### config.mk
export PLATFORM = sky130hd
export DESIGN_NAME = cdb_arbiter
export DESIGN_NICKNAME = d
export VERILOG_FILES = /design/src/rtl/cdb_arbiter_pkg.sv /design/src/rtl/cdb_arbiter_rr_picker.sv /design/src/rtl/cdb_arbiter.sv
export SDC_FILE = /design/constraint.sdc
export NUM_CORES = 1
export LEC_CHECK = 0
export BUFFER_PORTS_ARGS = -buffer_cell sky130_fd_sc_hd__buf_2
export CORE_ASPECT_RATIO = 2
export CORE_UTILIZATION = 39
export CTS_CLUSTER_DIAMETER = 120
export CTS_CLUSTER_SIZE = 30
export DETAILED_ROUTE_END_ITERATION = 7
export PLACE_DENSITY = 0.8
export SLEW_MARGIN = 20
export SYNTH_ARGS = -nofsm -noshare
export SYNTH_HDL_FRONTEND = slang
export SYNTH_HIERARCHICAL = 1
export SYNTH_SLANG_ARGS = --single-unit
export TNS_END_PERCENT = 5
### constraint.sdc
create_clock -name clk -period 2.1 [get_ports clk]
set_clock_uncertainty 0.15 [all_clocks]
set_input_delay 0.21 -clock clk [delete_from_list [all_inputs] [get_ports clk]]
set_output_delay 0.21 -clock clk [all_outputs]
set_load 0.005 [all_outputs]
### src/rtl/cdb_arbiter_pkg.sv
// Shared constants for the CDB arbiter: default tag/data widths and the
// requester index assignment of the execution units.
package cdb_arbiter_pkg;

  // Default ROB tag and result widths used as parameter defaults.
  localparam int CDB_TAG_W  = 3;
  localparam int CDB_DATA_W = 32;

  // Requester index of each execution unit on the CDB.
  localparam int CDB_SRC_ALU = 0;
  localparam int CDB_SRC_BRA = 1;
  localparam int CDB_SRC_LSM = 2;

  // Width of a requester index for n units.
  function automatic int cdb_src_width(input int n);
    return (n <= 2) ? 1 : $clog2(n);
  endfunction

endpackage

### src/rtl/cdb_arbiter_rr_picker.sv
// rr_picker: combinational picker. Scans the valid mask starting at start_i,
// wrapping modulo NUM_REQ, and returns a one-hot grant plus its index.
// A start pointer of zero gives plain fixed (lowest index first) priority.
module rr_picker #(
  parameter int NUM_REQ = 3,
  parameter int SRC_W   = 2
) (
  input  logic [NUM_REQ-1:0] valid_i,
  input  logic [SRC_W-1:0]   start_i,
  output logic [NUM_REQ-1:0] grant_o,
  output logic [SRC_W-1:0]   idx_o
);

  // First valid requester at or after start_i, wrapping around.
  always_comb begin
    logic found;
    grant_o = '0;
    idx_o   = '0;
    found   = 1'b0;
    for (int k = 0; k < NUM_REQ; k++) begin
      for (int i = 0; i < NUM_REQ; i++) begin
        if (!found && valid_i[i] && (((int'(start_i) + k) % NUM_REQ) == i)) begin
          found      = 1'b1;
          grant_o[i] = 1'b1;
          idx_o      = SRC_W'(i);
        end
      end
    end
  end

endmodule

### src/rtl/cdb_arbiter.sv
// cdb_arbiter: grants at most one finished result per cycle onto the Common
// Data Bus and broadcasts it from a registered output stage.
// Build option: CDB_RR_EN selects round-robin picking (with a rotating start
// pointer); when undefined the lowest valid index always wins.
module cdb_arbiter
  import cdb_arbiter_pkg::*;
#(
  parameter int NUM_REQ = 3,
  parameter int TAG_W   = CDB_TAG_W,
  parameter int DATA_W  = CDB_DATA_W,
  parameter int SRC_W   = 2
) (
  input  logic                        clk,
  input  logic                        rst,
  input  logic                        flush,
  input  logic [NUM_REQ-1:0]          req_valid,
  input  logic [NUM_REQ*TAG_W-1:0]    req_tag,
  input  logic [NUM_REQ*DATA_W-1:0]   req_data,
  output logic [NUM_REQ-1:0]          req_ready,
  output logic                        cdb_valid,
  output logic [TAG_W-1:0]            cdb_tag,
  output logic [DATA_W-1:0]           cdb_data,
  output logic [SRC_W-1:0]            cdb_src,
  output logic                        cdb_conflict
);

  logic [NUM_REQ-1:0] grant;
  logic [SRC_W-1:0]   grant_idx;
  logic [SRC_W-1:0]   start;
  logic               any_grant;
  logic [TAG_W-1:0]   tag_sel;
  logic [DATA_W-1:0]  data_sel;

  logic               cdb_valid_q, cdb_valid_d;
  logic [TAG_W-1:0]   cdb_tag_q, cdb_tag_d;
  logic [DATA_W-1:0]  cdb_data_q, cdb_data_d;
  logic [SRC_W-1:0]   cdb_src_q, cdb_src_d;
  logic               cdb_conflict_q, cdb_conflict_d;

`ifdef CDB_RR_EN
  logic [SRC_W-1:0]   ptr_q, ptr_d;
  assign start = ptr_q;
`else
  assign start = '0;
`endif

  rr_picker #(
    .NUM_REQ (NUM_REQ),
    .SRC_W   (SRC_W)
  ) u_picker (
    .valid_i (req_valid),
    .start_i (start),
    .grant_o (grant),
    .idx_o   (grant_idx)
  );

  // Grants are suppressed entirely during reset and flush cycles.
  assign req_ready = (rst || flush) ? '0 : grant;
  assign any_grant = |req_ready;

  // Select the winner's tag and data; the grant is one-hot so OR-ing is safe.
  always_comb begin
    tag_sel  = '0;
    data_sel = '0;
    for (int i = 0; i < NUM_REQ; i++) begin
      if (req_ready[i]) begin
        tag_sel  = tag_sel  | req_tag[i*TAG_W +: TAG_W];
        data_sel = data_sel | req_data[i*DATA_W +: DATA_W];
      end
    end
  end

  // Next state of the broadcast stage; payload holds when nothing transfers.
  always_comb begin
    cdb_valid_d    = any_grant;
    cdb_tag_d      = cdb_tag_q;
    cdb_data_d     = cdb_data_q;
    cdb_src_d      = cdb_src_q;
    cdb_conflict_d = ($countones(req_valid) > 1) && !flush;
    if (any_grant) begin
      cdb_tag_d  = tag_sel;
      cdb_data_d = data_sel;
      cdb_src_d  = grant_idx;
    end
  end

`ifdef CDB_RR_EN
  // Rotate the scan start past the last winner; flush restarts at the ALU.
  always_comb begin
    ptr_d = ptr_q;
    if (flush) begin
      ptr_d = SRC_W'(CDB_SRC_ALU);
    end else if (any_grant) begin
      if (int'(grant_idx) == NUM_REQ - 1) begin
        ptr_d = '0;
      end else begin
        ptr_d = grant_idx + SRC_W'(1);
      end
    end
  end

  // Round-robin pointer register.
  always_ff @(posedge clk) begin
    if (rst) begin
      ptr_q <= SRC_W'(CDB_SRC_ALU);
    end else begin
      ptr_q <= ptr_d;
    end
  end
`endif

  // Broadcast output register.
  always_ff @(posedge clk) begin
    if (rst) begin
      cdb_valid_q    <= 1'b0;
      cdb_tag_q      <= '0;
      cdb_data_q     <= '0;
      cdb_src_q      <= '0;
      cdb_conflict_q <= 1'b0;
    end else begin
      cdb_valid_q    <= cdb_valid_d;
      cdb_tag_q      <= cdb_tag_d;
      cdb_data_q     <= cdb_data_d;
      cdb_src_q      <= cdb_src_d;
      cdb_conflict_q <= cdb_conflict_d;
    end
  end

  assign cdb_valid    = cdb_valid_q;
  assign cdb_tag      = cdb_tag_q;
  assign cdb_data     = cdb_data_q;
  assign cdb_src      = cdb_src_q;
  assign cdb_conflict = cdb_conflict_q;

endmodule
Word-level counts from Yosys, hierarchy flattened
Index checks and enable logic that the tools add are counted.

storage, ports and cells
  input bits = 111
  output and inout port bits = 42
  bits in registers = 39
  logic and storage cells = 33

cells by class
  reduce and logical (&&, ||, !) cells = 8
  order comparisons = 1
  mux-type cells = 13
  bitwise gates (word level) = 4
  add/subtract/negate cells = 2

operator list
  operator                                                                          number
  32-bit 2-to-1 mux                                                                 3
  32-bit OR                                                                         2
  3-bit 2-to-1 mux                                                                  4
  3-bit OR                                                                          2
  1-bit 2-to-1 mux                                                                  5
  2-bit by 1-bit adder with 3-bit output                                            1
  3-bit by 1-bit greater-than comparator with 1-bit output (second input constant)  1
  1-bit logical AND                                                                 3
  1-bit zero test                                                                   3
  3-bit OR reduction                                                                1
  1-bit by 1-bit adder with 2-bit output                                            1
  2-bit 2-to-1 mux                                                                  1
  1-bit logical OR                                                                  1

Logic depth before layout (Yosys ltp)
  depth after elaboration = 13
  gate-level depth with buffers = 10
  depth with buffers taken out = 7

Modules after synthesis
The synthesis kept the hierarchy.

modules (own cells, without submodules)
  module       area an instance (µm²)  instances  sequential area each (µm²)  cells each
  cdb_arbiter  1796.7                  1          780.7                       178
  rr_picker    133.9                   1          0.0                         17

Worst setup path after synthesis
OpenSTA, ideal clock, no wires.

  path type = in2reg
  from = input req_valid[0]
  to = register cdb_data_q[20], in the netlist cdb_data[20]
  setup slack = 0.305 ns
  arrival = 1.511 ns
  library setup time = 0.134 ns
  required time = 1.816 ns
  path buffers = 3
  stages on the path = 8
  cell sequence = and2_1 a31o_2 clkbuf_2 or3_1 buf_6 buf_2 a21oi_1 a211oi_1

on the way
  cells in the longest elaborated chain, start to end = 9
  elaborated cells between the ends (all ways) = 15
  those cells by class = 8 x mux; 2 x bitwise; 5 x reduce/logical

ends and longest elaborated chain
  item                                                     RTL line                              text
  start: declaration                                       cdb_arbiter.sv:16                     input logic [NUM_REQ-1:0] req_valid,
  1-bit 2-to-1 mux (*)                                     cdb_arbiter_rr_picker.sv:22           if (!found && valid_i[i] && (((int'(start_i) + k) % NUM_REQ) == i)) begin
  via grant[0]                                             cdb_arbiter.sv:27                     logic [NUM_REQ-1:0] grant;
  1-bit zero test                                          -
  1-bit logical AND                                        cdb_arbiter_rr_picker.sv:22
  1-bit 2-to-1 mux                                         cdb_arbiter_rr_picker.sv:22
  1-bit zero test                                          -
  1-bit logical AND                                        -
  1-bit 2-to-1 mux                                         cdb_arbiter_rr_picker.sv:22
  3-bit 2-to-1 mux (*)                                     cdb_arbiter.sv:58                     assign req_ready = (rst || flush) ? '0 : grant;
  3-bit OR reduction or 32-bit 2-to-1 mux (tied branches)  cdb_arbiter.sv:59, cdb_arbiter.sv:66
  end signal: assignment                                   cdb_arbiter.sv:123                    cdb_data_q <= cdb_data_d;
  end: declaration                                         cdb_arbiter.sv:36                     logic [DATA_W-1:0] cdb_data_q, cdb_data_d;

Mark *: on every way through the listed nets, which the timed path passes. The rest lies on a longest branch.
A chain may end at the register's enable or synchronous reset.

Final worst setup path
  from = input req_valid[0]
  to = output req_ready[1]

on the way
  cells in the longest elaborated chain, start to end = 5

ends and longest elaborated chain
  item               RTL line                     text
  1-bit 2-to-1 mux   cdb_arbiter_rr_picker.sv:22
  1-bit zero test    -
  1-bit logical AND  cdb_arbiter_rr_picker.sv:22
  1-bit 2-to-1 mux   cdb_arbiter_rr_picker.sv:22
  via grant[1]       cdb_arbiter.sv:27
  3-bit 2-to-1 mux   cdb_arbiter.sv:58
  end: declaration   cdb_arbiter.sv:19            output logic [NUM_REQ-1:0] req_ready,

The timed path passes the listed nets, and every way through them passes these cells.

==> results by group <==
Timing
  – Final hold violation count: 0
  – Fin crit period: between 1.5 and 2 ns
  – RSZ-0062 raised after global routing: false
  – Final slew viol count: 0
  – Setup_tns: 0 ns
  – Setup violators final: 0
  – Fmax: 0.5031 GHz
  – WHS: about 0.05 ns
  – Worst slew margin: 39.01%
  – Measured slew at the worst slew-check pin: between 0.9 and 1 ns
  – Period utilization: roughly 95%

GRT
  – Grt ovf: 0
  – Initial antenna violation count: 0
  – Vias in the first global route: 2,341
  – First-pass GRT wire length: 10,360 um
  – Total GRT Usage: 25.81%
  – Pin count of the biggest net entering global routing: 30

Layout
  – Most frequent cells in the layout: buf_2 (152), dfxtp_1 (39), a222oi_1 (34)
  – # diodes: 0
  – Fillers: between 400 and 500
  – Final instance area: 2877 um^2
  – Net count, final: 462
  – Leading cell type in the layout, fill and taps excluded: buf_2
  – Area Overhead vs Synth: 49.00%
  – Share of layout cells above drive strength 1: 52.72%
  – Post-route non-filler standard cell count: around 400

Critical path
  – Critical path cell sequence: buf_2 -> buf_4 -> nand2b_1 -> o32ai_4 -> buf_4 -> nor3b_1 -> buf_2
  – Crit path DAT: 1.63 ns
  – FF-to-FF Start: cdb_data[4]
  – Crit path launch type: input pin
  – Crit path required time: 1.74 ns
  – RR Endpoint: cdb_data[4]
  – Worst R2R Setup Slack: 1.24 ns
  – Critical path's top delay family: buffers and inverters
  – Stages on worst setup path: 7
  – Critical path origin: req_valid[0]
  – Critical Path Sink: req_ready[1]
  – Worst Path Buf+Inv: 4
  – Crit Path Max Fanout: 20
  – R2R depth: 2
  – Critical path's slowest cell: buf_4
  – Worst setup EP type: primary output
  – Max incr delay on CP: roughly 0.3 ns
  – WS Path Type: in2out

Floorplan
  – Chip height: ~100 um
  – Core area: roughly 4700 um^2
  – Ports: ~150
  – Starting Density: 41.20%
  – Die area: roughly 5300 um^2
  – Die width: 51.75 um
  – Row count: 35

Synthesis
  – Yosys reg bits: 39
  – Mean Syn Cell Area: 9.901 um^2
  – Synth warn: 6
  – Synthesized area: 1931 um^2
  – Register area share after synthesis: 40.44%
  – Syn Inst Count: 195
  – Synth cell types: 34

Clocking
  – CTS clock-pin slew for the worst setup and hold paths: 0.08 ns
  – Later-pin clock latency in the skew report: 0.29 ns
  – Clock root buffer: clkbuf_8
  – Postcts setup bufs: 0
  – # hold bufs at CTS: 0
  – Worst-case clock buffer depth: 2
  – Clock sink count: 39
  – TritonCTS Buffers: 5
  – CTS H-tree lvls: 2
  – CTS tree: done
  – Post_cts resized: 0

Placed design
  – PortBufs: roughly 150
  – Placed Instances: 396
  – Detailed placer's ending HPWL: 5179 um
  – GPL Wtd Cong: 0.7577
  – Post-DP Area: 2786 um^2

Hold path
  – Hold depth: 3
  – Worst hold path type: in2reg

Power and ir drop
  – Power per Cell Area: about 640 nW/um^2
  – Leakage: approximately 1.3 nW
  – Max VDD drop: 0.4742 mV

Detailed routing
  – Post-DRT Antenna Nets: 0
  – WL/cell: between 15 and 20 um
  – Final wirelength: 6893 um
  – DRC viols: 0
  – Via-per-instance ratio: between 5 and 6
  – Initial DRC count: 173
  – Routed vias: 2,395
  – DR pass1 iterations: 8

Run status
  – Status: finished clean

Run
  – Max_cap viols: 0
## layout make-up
type                    count  area [um^2]  area share (%)
well taps                  55        68.82           2.392
clock inverters             2        12.51          0.4350
clock buffers               6        72.57           2.523
inverters                   3        11.26          0.3915
multi-input cells         131         1050           36.49
repair buffers            168        880.8           30.62
flip-flops and latches     39        780.7           27.14
## routing by layer
| layer | wire (um) | vias to the layer above | GRT usage, % |
|---|---|---|---|
| met5 | 0 | - | 0 |
| met1 | 2477 | 1109 | 27.21 |
| met2 | 3790 | 140 | 48.15 |
| met4 | 189 | 0 | 11.64 |
| met3 | 436 | 18 | 3.904 |
| li1 | - | 1128 | - |
## per-stage QoR
stage	power [mW]	util (%)	setup WS, ns
6_report	1.840	61.39	0.1122
5_1_grt	1.928	61.39	0.01083
4_1_cts	1.849	61.28	0.1154
3_5_place_dp	1.349	59.47	-0.1949
3_3_place_gp	1.336	59.33	-0.3038
2_1_floorplan	1.110	-	0.3054
## Yosys cell counts
master	count	area share, %
a22o_1	1	0.45
o2bb2ai_2	1	0.78
nor3b_1	1	0.39
o21ba_2	1	0.52
and2_1	2	0.65
conb_1	1	0.19
a21oi_4	1	0.84
a211oi_1	23	8.9
nand2b_1	1	0.32
nor3_1	1	0.26
o2bb2ai_1	11	5.0
a21oi_1	26	6.7
o32ai_1	2	0.91
nor3b_2	1	0.65
o21ai_0	2	0.52
nand2_1	2	0.39
clkbuf_1	11	2.1
a31oi_1	1	0.32
and2_4	1	0.45
ha_1	3	1.9
a222oi_1	34	18
dfxtp_1	39	40
nand3_1	2	0.52
buf_6	3	1.7
nor2_1	2	0.39
o2111a_1	2	1.2
clkbuf_2	1	0.26
o21ba_1	1	0.52
nor2_2	2	0.65
or2_0	1	0.32
a31o_2	1	0.45
inv_1	3	0.58
buf_2	10	2.6
or3_1	1	0.32
## tightest hold or removal path: cells and delay by family
kind / cells / cell delay (ns)
AOI/OAI and AO/OA: 1 / 0.07
buffers and inverters: 1 / 0.11
and+or+nand+nor: 1 / 0.07
## sequential cells by signal, summed over array words and instances, names as in the netlist
name and cells:
cdb_data 32, cdb_conflict 1, cdb_valid 1, cdb_tag 3, cdb_src 2
## cell families after synthesis
logic type | Yosys count | share of synthesized area, %
compound gates | 107 | 44.78
fa+ha+maj | 3 | 1.944
buf+inv | 28 | 7.323
flops | 39 | 40.44
other cells | 1 | 0.1942
simple gates | 17 | 5.315
## report_power, final
group / switching [mW] / internal [mW] / total, mW
Sequential: 0.0287 / 0.796 / 0.825
Combinational: 0.258 / 0.255 / 0.513
Clock: 0.270 / 0.232 / 0.503
## worst min path at each step
stage	from	slack, ns	end
after floorplan	req_valid[1]	0.20	cdb_conflict
after global placement	cdb_data[1]	0.29	cdb_data[1]
after detailed placement	cdb_data[28]	0.29	cdb_data[28]
after CTS	req_valid[1]	0.04	cdb_conflict
after global routing	req_data[95]	0.06	cdb_data[31]
final	req_valid[1]	0.05	cdb_conflict
Note: power is estimated with default switching activity, not from simulation.
